`src/rtl/router_in_port_xy.sv`:
```
// Mesh NoC input port: packet FIFO, XY route of the head packet into a registered output stage, U-turn drop.
// Optional per-output fire counters and drop counter when ROUTER_IN_PKT_CNT_EN is defined.
module router_in_port_xy #(
  parameter int WIDTH   = 35,
  parameter int COORD_W = 2,
  parameter int DEPTH   = 4,
  parameter int IN_DIR  = 2
) (
  input  logic             clk,
  input  logic             rst_n,
  input  logic             in_valid,
  input  logic [WIDTH-1:0] in_data,
  output logic             in_ready,
  output logic [4:0]       out_valid,
  output logic [WIDTH-1:0] out_data,
  input  logic [4:0]       out_ready,
  output logic             route_err
`ifdef ROUTER_IN_PKT_CNT_EN
  ,
  output logic [5*16-1:0]  pkt_cnt,
  output logic [15:0]      drop_cnt
`endif
);

  localparam int AW = $clog2(DEPTH);
  localparam logic [AW:0] DEPTH_C = (AW+1)'(DEPTH);
  localparam logic [AW:0] ONE_C   = (AW+1)'(1);
  localparam int SX = WIDTH - 1;
  localparam int SY = WIDTH - 1 - COORD_W;
  localparam int DX = WIDTH - 1 - 2*COORD_W;
  localparam int DY = WIDTH - 1 - 3*COORD_W;

  typedef enum logic {S_EMPTY, S_HOLD} state_e;
  typedef enum logic [2:0] {DIR_N = 3'd0, DIR_E = 3'd1, DIR_S = 3'd2, DIR_W = 3'd3, DIR_PE = 3'd4} dir_e;

  state_e state_q, state_d;
  dir_e   sel_q, sel_d, dir_d;

  logic [WIDTH-1:0] mem_q [DEPTH];
  logic [AW-1:0]    wptr_q, rptr_q;
  logic [AW:0]      cnt_q, cnt_d;
  logic             in_ready_q, in_ready_d;
  logic [WIDTH-1:0] data_q, data_d;
  logic             route_err_q, route_err_d;

  logic             push, pop, load, drop, fire, illegal;
  logic             empty, full;
  logic [WIDTH-1:0] head, routed;
  logic [COORD_W-1:0] sx, sy, dx, dy;

  assign empty = (cnt_q == '0);
  assign full  = (cnt_q == DEPTH_C);

  // XY route of the current FIFO head
  always_comb begin
    head   = mem_q[rptr_q];
    sx     = head[SX -: COORD_W];
    sy     = head[SY -: COORD_W];
    dx     = head[DX -: COORD_W];
    dy     = head[DY -: COORD_W];
    routed = head;
    dir_d  = DIR_PE;
    if (dx > sx) begin
      dir_d = DIR_E;
      routed[SX -: COORD_W] = sx + COORD_W'(1);
    end else if (dx < sx) begin
      dir_d = DIR_W;
      routed[SX -: COORD_W] = sx - COORD_W'(1);
    end else if (dy > sy) begin
      dir_d = DIR_N;
      routed[SY -: COORD_W] = sy + COORD_W'(1);
    end else if (dy < sy) begin
      dir_d = DIR_S;
      routed[SY -: COORD_W] = sy - COORD_W'(1);
    end
    illegal = (3'(dir_d) == 3'(IN_DIR));
  end

  always_comb begin
    push = in_valid && in_ready_q && !full;
    pop  = !empty && ((state_q == S_EMPTY) || fire);
    load = pop && !illegal;
    drop = pop && illegal;
    unique case ({push, pop})
      2'b10:   cnt_d = cnt_q + ONE_C;
      2'b01:   cnt_d = cnt_q - ONE_C;
      default: cnt_d = cnt_q;
    endcase
    in_ready_d  = (cnt_d != DEPTH_C);
    data_d      = load ? routed : data_q;
    sel_d       = load ? dir_d : sel_q;
    route_err_d = drop;
  end

  always_ff @(posedge clk) begin
    if (push) mem_q[wptr_q] <= in_data;
  end

  always_ff @(posedge clk) begin
    if (!rst_n) begin
      wptr_q      <= '0;
      rptr_q      <= '0;
      cnt_q       <= '0;
      in_ready_q  <= 1'b0;
      data_q      <= '0;
      sel_q       <= DIR_PE;
      route_err_q <= 1'b0;
    end else begin
      if (push) wptr_q <= wptr_q + AW'(1);
      if (pop)  rptr_q <= rptr_q + AW'(1);
      cnt_q       <= cnt_d;
      in_ready_q  <= in_ready_d;
      data_q      <= data_d;
      sel_q       <= sel_d;
      route_err_q <= route_err_d;
    end
  end

  always_ff @(posedge clk) begin
    if (!rst_n) state_q <= S_EMPTY;
    else        state_q <= state_d;
  end

  // A fire with a dropped or missing successor empties the output stage
  always_comb begin
    state_d = state_q;
    unique case (state_q)
      S_EMPTY: if (load) state_d = S_HOLD;
      S_HOLD:  if (fire && !load) state_d = S_EMPTY;
      default: state_d = S_EMPTY;
    endcase
  end

  always_comb begin
    out_valid = (state_q == S_HOLD) ? (5'b00001 << sel_q) : '0;
    fire      = |(out_valid & out_ready);
    out_data  = data_q;
    route_err = route_err_q;
    in_ready  = in_ready_q;
  end

`ifdef ROUTER_IN_PKT_CNT_EN
  logic [15:0] pcnt_q [5];
  logic [15:0] dcnt_q;

  always_ff @(posedge clk) begin
    if (!rst_n) begin
      for (int unsigned i = 0; i < 5; i++) pcnt_q[i] <= '0;
      dcnt_q <= '0;
    end else begin
      for (int unsigned i = 0; i < 5; i++) begin
        if (fire && (3'(sel_q) == 3'(i)) && (pcnt_q[i] != '1)) pcnt_q[i] <= pcnt_q[i] + 16'd1;
      end
      if (route_err_q && (dcnt_q != '1)) dcnt_q <= dcnt_q + 16'd1;
    end
  end

  always_comb begin
    pkt_cnt = '0;
    for (int unsigned i = 0; i < 5; i++) pkt_cnt[16*i +: 16] = pcnt_q[i];
    drop_cnt = dcnt_q;
  end
`endif

endmodule

```
`config.mk`:
```
export PLATFORM = sky130hd
export DESIGN_NAME = router_in_port_xy
export DESIGN_NICKNAME = d
export VERILOG_FILES = /design/src/rtl/router_in_port_xy.sv
export SDC_FILE = /design/constraint.sdc
export NUM_CORES = 1
export LEC_CHECK = 0
export ABC_CLOCK_PERIOD_IN_PS = 2600
export BUFFER_PORTS_ARGS = -buffer_cell sky130_fd_sc_hd__clkbuf_2
export CELL_PAD_IN_SITES_DETAIL_PLACEMENT = 1
export CELL_PAD_IN_SITES_GLOBAL_PLACEMENT = 2
export CORE_MARGIN = 2
export CORE_UTILIZATION = 38
export DETAILED_ROUTE_END_ITERATION = 10
export PLACE_DENSITY = 0.83
export SETUP_SLACK_MARGIN = 0.05
export SLEW_MARGIN = 20
export SYNTH_ARGS = -nofsm -noshare
export SYNTH_HDL_FRONTEND = slang
export SYNTH_SLANG_ARGS = --single-unit
```
`constraint.sdc`:
```
create_clock -name clk -period 2.6 [get_ports clk]
set_input_delay 0.13 -clock clk [delete_from_list [all_inputs] [get_ports clk]]
set_output_delay 0.13 -clock clk [all_outputs]
set_load 0.05 [all_outputs]
```
# Yosys cells after proc, flatten, opt, wreduce, memory -nomap -nowiden
# Memories as Yosys holds them, arrays and structs flattened. A register that Yosys moved wholly into a read port is not among the register bits.
# Index checks and enable logic that the tools add are counted.
op_classes:
  eq_ne: 5
  mux: 19
  n_addsub: 8
  reduce_logical: 13
  shifts: 1
  n_lt_le_gt_ge: 4
  bitwise: 2
op_table:
  columns: ["op", "count"]
  rows:
  - ["$mux W2", 8]
  - ["$mux W3", 4]
  - ["$add A2 B1 Y2 const B", 4]
  - ["$logic_and A1 B1 Y1", 6]
  - ["$pmux W3 S2", 1]
  - ["$and A5 B5 Y5", 1]
  - ["$mux W5", 1]
  - ["$reduce_or A5 Y1", 1]
  - ["$shl A1 B3 Y5 const A", 1]
  - ["$gt A2 B2 Y1", 2]
  - ["$logic_not A1 Y1", 4]
  - ["$lt A2 B2 Y1", 2]
  - ["$mux W1", 4]
  - ["$sub A2 B1 Y2 const B", 2]
  - ["$add A3 B1 Y3 const B", 1]
  - ["$eq A3 B2 Y1 const B", 1]
  - ["$eq A3 B3 Y1 const B", 1]
  - ["$logic_not A3 Y1", 1]
  - ["$ne A3 B3 Y1 const B", 1]
  - ["$sub A3 B1 Y3 const B", 1]
  - ["$eq A2 B1 Y1 const B", 1]
  - ["$eq A2 B2 Y1 const B", 1]
  - ["$pmux W1 S2", 1]
  - ["$logic_or A1 B1 Y1", 1]
  - ["$not A1 Y1", 1]
totals:
  n_memories: 1
  inputBits: 43
  reg_bits: 48
  ramBits: 140
mem_list:
  columns: ["memory", "depth", "word_bits", "rd", "rd_ports_with_merged_regs", "write_ports", "line_no", "rtl"]
  rows:
  - ["mem_q", 4, 35, 1, 1, 1, "39", "logic [WIDTH-1:0] mem_q [DEPTH];"]

# Depth between registers and ports, before layout
# Gate-level depths: netlist (run 1).
depth:
  ltp_word: 12
  depth_mapped: 12

# Worst setup path after synthesis (run 1)
# OpenSTA, ideal clock, no wires.
synth_path:
  path_kind: "register to register"
  startpoint: "register (tool-made name)"
  endpoint: "register data_q[0], in the netlist out_data[0]"
  path_stages_with_launch: 12
  setup_ns: 0.128
  period_less_slack_ns: 2.818
  n_path_buf: 4
  path_slack_ns: -0.218
  t_required_ns: 2.472
  arrival_time_ns: 2.691
  cell_sequence: "dfxtp_1 > buf_6 > buf_2 > mux4_2 > ha_1 > nand2b_1 > a41oi_1 > a21bo_1 > clkbuf_1 > buf_2 > mux2i_1 > nor2_1"
synth_rtl:
  columns: ["element", "line_no", "rtl"]
  rows:
  - ["end signal: assignment", "113", "data_q <= data_d;"]
  - ["end: declaration", "43", "logic [WIDTH-1:0] data_q, data_d;"]

==> results of run 1 <==
[worst max-delay path: cells and delay by family (launching register included)]
family	cells	cell delay, ns
AOI/OAI and AO/OA	2	0.52
adders and majority gates	1	0.32
buffers and inverters	2	0.30
muxes	2	0.75
and+or+nand+nor	2	0.13
DFF	1	0.35
[cells in the mapped netlist, drive strengths merged, types with 2 or more instances]
cell type and count:
nor3 5, a21bo 2, a21boi 2, mux4 35
mux2i 35, nand2 5, ha 9, dfxtp 50
xor2 3, and2 6, a22oi 2, o21a 2
nand2b 6, inv 16, nor3b 2, clkbuf 9
buf 8, o21ai 2, nor2 45, xnor2 6
a21oi 9, edfxtp 140
[sequential cells by signal (all words and copies together), names as in the netlist, named ones only]
register and cells:
mem_q 140, in_ready 1, sel_q 3, wptr_q 2, rptr_q 2, out_data 35
route_err 1, cnt_q 3, state_q 1
[power breakdown]
group / internal, mW / switching (mW)
sequential: 3.77 / 0.299
combinational: 1.74 / 2.59
clock: 1.47 / 1.10
total: 6.98 / 3.99
[worst max path at each step]
stage | from | slack, ns | endpoint
floorplan | flip-flop | 0.06 | sel_q[1]
global placement | flip-flop | 0.11 | sel_q[1]
detailed placement | flip-flop | 0.02 | out_data[12]
CTS | flip-flop | 0.06 | out_data[16]
global route | flip-flop | 0.008 | out_data[18]
finish | flip-flop | 0.09 | out_data[16]
[cell type report]
class | instances | area, um^2 | share of cell area (%)
flip-flops and latches | 190 | 5210 | 57.1
multi-input cells | 191 | 1950 | 21.4
repair buffers | 140 | 1030 | 11.3
clock buffers | 19 | 453 | 4.96
well taps | 234 | 293 | 3.21
clock inverters | 12 | 133 | 1.45
inverters | 17 | 63.8 | 0.699
[logic make-up after synthesis]
kind of cell | share of synthesized area, %
adder cells (fa/ha/maj) | 1.83
AO/OA/AOI/OAI | 2.63
multiplexers | 15.7
AND/OR/NAND/NOR | 4.86
flip-flops | 71.9
buffers and inverters | 1.97
XOR/XNOR | 1.09
[per-layer routing]
metal	part of all wire (%)	vias up	routed length, um
met4	1.7	0	265
met2	52	95	8040
li1	-	1859	-
met5	0	-	0
met3	4.2	18	653
met1	42	2141	6470
[what timing repair did]
| action | in CTS | in global routing |
|---|---|---|
| hold buffers | 35 | 0 |
| resized for setup | 2 | 6 |
| pin swaps | 0 | 1 |
| setup endpoints to repair | 26 | 40 |
| setup buffers | 0 | 2 |
| endpoints found under the hold margin | 140 | 0 |
==> flow_metrics.env, run 1 <==
export IMPL_crit_type="reg2reg"
export IMPL_diodes=0
export IMPL_synth_area_leader_cell="edfxtp_1"
export IMPL_die_w_um=142
export IMPL_reg2reg_depth=9
export IMPL_rows=50
export IMPL_place_ws_ns=0.0171
export IMPL_cp_data_required_time_ns=2.91
export IMPL_fin_cells=803
export IMPL_synth_area_um2=7240
export IMPL_crit_top_cell="buf_12"
export IMPL_final_cell_mix="edfxtp_1, clkbuf_2, dfxtp_1"
export IMPL_wl_per_cell_um=19.2
export IMPL_area_delta_synth_final_pct=26.1
export IMPL_synth_top_area_share_pct=58.1
export IMPL_drtIter0Drc=210
export IMPL_hold_class="in2reg"
export IMPL_hold_path_endpoint="sel_q[2]"
export IMPL_routed_via_density=5.12
export IMPL_setup_viol=0
export IMPL_yosysUniqueCellTypes=42
export IMPL_power_density_nw_per_um2=1200
export IMPL_grt_pass1_vias=4552
export IMPL_busiest_layer="met2"
export IMPL_drc=0
export IMPL_die_area_um2=20200
export IMPL_hold_depth=2
export IMPL_grt_pass1_wl_um=24700
export IMPL_track_usage_pct=16.3
export IMPL_fillers=1802
export IMPL_period_minus_slack_ns=2.51
export IMPL_overflow=0
export IMPL_min_period_over_period_pct=96.4
export IMPL_cts_htree_levels=4
export IMPL_core_area_um2=18700
export IMPL_synth_cells=415
export IMPL_power_total_mw=11.0
export IMPL_start_util_pct=38.7
export IMPL_cp_max_fo=14
export IMPL_grt_use_met3_pct=4.04
export IMPL_maxSlewViolCount=0
export IMPL_reg2reg_to="out_data[16]"
export IMPL_synth_edf_count=140
export IMPL_placed_area_um2=8150
export IMPL_dp_cells=735
export IMPL_fmax_ghz=0.399
export IMPL_clk_pin_slew_ns=0.07
export IMPL_hold_ws_ns=0.0154
export IMPL_io_buffers=84
export IMPL_grt_setup_unrepaired="true"
export IMPL_synth_nets=468
export IMPL_ir_drop_mv=0.609
export IMPL_routed_wl_um=15400
export IMPL_worst_pin_slew_ns=0.612
export IMPL_avgSynthCellArea_um2=17.4
export IMPL_grt_max_degree=36
export IMPL_cts_made_buffers=17
export IMPL_drive_gt1_share_pct=33.4
export IMPL_maxCapViolCount=0
export IMPL_finalHoldViolations=0
export IMPL_fin_worst_skew_ns=0.00846
export IMPL_clock_sinks=190
export IMPL_p_leak_nw=3.41
export IMPL_hpwlAfterDp_um=9920
export IMPL_setup_slack_ns=0.0924
export IMPL_ys_seq_area_share_pct=71.9
export IMPL_final_util_pct=48.8
export IMPL_globalRouteMet1Util_pct=19.5
export IMPL_antenna_found_initial=0
export IMPL_reg2reg_slack_ns=0.09
export IMPL_ys_warn_count=0
export IMPL_clockBufferDepth=2
export IMPL_startpoint_type="flip-flop"
export IMPL_arrival_ns=2.82
export IMPL_critical_path_slowest_cell="mux4_2"
export IMPL_clock_latency_ns=0.42
export IMPL_cp_end_kind="flip-flop"
export IMPL_finalSetupTns_ns=0
export IMPL_synth_area_leaders="edfxtp_1, dfxtp_1, mux4_2"
export IMPL_clock_root_buffer="clkbuf_16"
export IMPL_final_common_cell="edfxtp_1"
export IMPL_slew_headroom_pct=59.0
export IMPL_ant_nets=0
export IMPL_cp_cell_sequence="buf_12 > mux4_2 > ha_4 > nand2b_1 > a41oi_2 > a21bo_4 > buf_12 > mux2i_2 > nor2_1"
export IMPL_status="completed"
export IMPL_nNetsFinal=610
export IMPL_vias=4113
export IMPL_pin_count=85
export IMPL_slowest_delay_ns=0.57
export IMPL_worstHoldStart="rst_n"
export IMPL_synth_main_ff_cell="edfxtp_1"
export IMPL_fp_dieH_um=142
export IMPL_dr_pass1_iters=4
export IMPL_final_cell_area_um2=9130
export IMPL_ys_ff_latch=190
export IMPL_synthArstFlopShare_pct=0
export IMPL_cts_tree="yes"
export IMPL_use_met2_pct=28.5
export IMPL_place_congestion=0.717
Power figures use the tool's default switching activity.
==> run 2, diff against run 1 <==
- CORE_UTILIZATION: 38 -> 40
- CTS_BUF_LIST: unset -> sky130_fd_sc_hd__clkbuf_2
- PLACE_DENSITY: 0.83 -> 0.86
==> flow_metrics.env, run 2 (synthesized netlist as in run 1, its figures left out) <==
export IMPL_status="complete, but fails checks"
export IMPL_violations="setup timing"
export IMPL_cts_htree_levels=4
export IMPL_arrival_ns=3.26
export IMPL_vias=4151
export IMPL_grt_pass1_vias=4563
export IMPL_hold_class="in2reg"
export IMPL_rows=49
export IMPL_drtIter0Drc=200
export IMPL_grt_setup_unrepaired="true"
export IMPL_clock_sinks=190
export IMPL_cp_max_fo=7
export IMPL_wl_per_cell_um=19.6
export IMPL_fp_dieH_um=139
export IMPL_area_delta_synth_final_pct=24.7
export IMPL_clock_root_buffer="clkbuf_2"
export IMPL_startpoint_type="flip-flop"
export IMPL_setup_slack_ns=-0.00139
export IMPL_routed_via_density=5.06
export IMPL_core_area_um2=17800
export IMPL_crit_path_end="out_data[30]"
export IMPL_setup_viol=1
export IMPL_die_area_um2=19200
export IMPL_final_cell_area_um2=9030
export IMPL_placed_area_um2=8110
export IMPL_drc=0
export IMPL_hpwlAfterDp_um=9560
export IMPL_power_total_mw=10.3
export IMPL_final_cell_mix="edfxtp_1, clkbuf_2, dfxtp_1"
export IMPL_fin_worst_skew_ns=0.0259
export IMPL_clockBufferDepth=2
export IMPL_pin_count=85
export IMPL_dp_cells=727
export IMPL_final_common_cell="edfxtp_1"
export IMPL_power_density_nw_per_um2=1140
export IMPL_fin_cells=821
export IMPL_finalHoldViolations=0
export IMPL_cp_end_kind="flip-flop"
export IMPL_reg2reg_depth=9
export IMPL_cts_made_buffers=17
export IMPL_start_util_pct=40.6
export IMPL_reg2reg_to="out_data[30]"
export IMPL_reg2reg_slack_ns=-0.001
export IMPL_overflow=0
export IMPL_ant_nets=0
export IMPL_grt_max_degree=36
export IMPL_maxCapViolCount=0
export IMPL_cp_data_required_time_ns=3.25
export IMPL_nNetsFinal=631
export IMPL_io_buffers=84
export IMPL_cts_tree="yes"
export IMPL_dr_pass1_iters=4
export IMPL_fmax_ghz=0.384
export IMPL_min_period_over_period_pct=100
export IMPL_maxSlewViolCount=0
export IMPL_drive_gt1_share_pct=36.5
export IMPL_antenna_found_initial=1
export IMPL_regMostFlops="mem_q"
export IMPL_crit_type="reg2reg"
export IMPL_fillers=1749
export IMPL_worst_pin_slew_ns=0.662
export IMPL_track_usage_pct=17.2
export IMPL_clock_latency_ns=0.75
export IMPL_period_minus_slack_ns=2.60
export IMPL_die_w_um=139
export IMPL_ir_drop_mv=0.505
export IMPL_slew_headroom_pct=55.6
export IMPL_routed_wl_um=16100
export IMPL_grt_pass1_wl_um=25100
export IMPL_largest_reg_flops=140
export IMPL_clk_pin_slew_ns=0.25
export IMPL_p_leak_nw=3.35
export IMPL_place_congestion=0.818
[run 2: layout make-up]
cell class	instances	area, um^2	area share, %
antenna	1	2.50	0.0277
inverter	17	63.8	0.707
timing repair buffer	161	1240	13.8
clock inverter	14	114	1.26
multi-input combinational	191	2020	22.3
clock buffer	18	90.1	0.998
tap	229	287	3.17
sequential	190	5210	57.7
[run 2: routing by layer]
metal / up-vias / wire length [um] / track usage, %
met3: 22 / 533 / 3.42
met4: 0 / 287 / 6.18
met1: 2130 / 6600 / 20.1
li1: 1903 / - / -
met2: 96 / 8630 / 31.3
met5: - / 0 / 0
[run 2: critical path: stages, from the launching register on]
cell and delay, ns:
dfxtp_4 0.43, buf_12 0.12, mux4_2 0.55, ha_4 0.30, and2_4 0.16, a41oi_2 0.12
a21bo_4 0.34, buf_12 0.19, mux2i_4 0.23, nor2_1 0.07
[run 2: power by group]
group / leakage (nW) / switching [mW] / total (mW) / internal, mW
clock: 0.124 / 0.992 / 1.34 / 0.346
sequential: 1.68 / 0.294 / 4.06 / 3.76
combinational: 1.55 / 2.82 / 4.92 / 2.10
[run 2: timing repair]
item	in CTS	in global routing
hold endpoints to repair	149	0
cloned	1	1
pin swaps	2	3
endpoints found under the setup margin	36	39
buffers inserted	12	6
resized for setup	9	16
hold buffers	41	0
[run 2: how the worst min path moves through the flow]
| stage | startpoint | to | slack [ns] | depth (start not counted) |
|---|---|---|---|---|
| floorplan | rst_n | sel_q[2] | 0.22 | 1 |
| global placement | in_data[2] | mem_q[0][2] | 0.34 | 1 |
| detailed placement | in_data[7] | mem_q[3][7] | 0.35 | 1 |
| CTS | in_data[17] | mem_q[1][17] | 0.05 | 2 |
| global route | in_data[1] | mem_q[1][1] | 0.04 | 2 |
| finish | in_data[11] | mem_q[2][11] | 0.13 | 2 |
[run 2: stage by stage]
step	hold slack (ns)	utilization (%)	setup WS, ns	TNS [ns]
floorplan	0.221	-	0.0628	0
global placement	0.340	45.4	-0.0361	-0.161
detailed placement	0.350	45.4	-0.133	-1.69
CTS	0.0509	49.9	0.0580	0
global route	0.0421	50.6	-0.0904	-1.49
finish	0.128	50.6	-0.00139	-0.00139
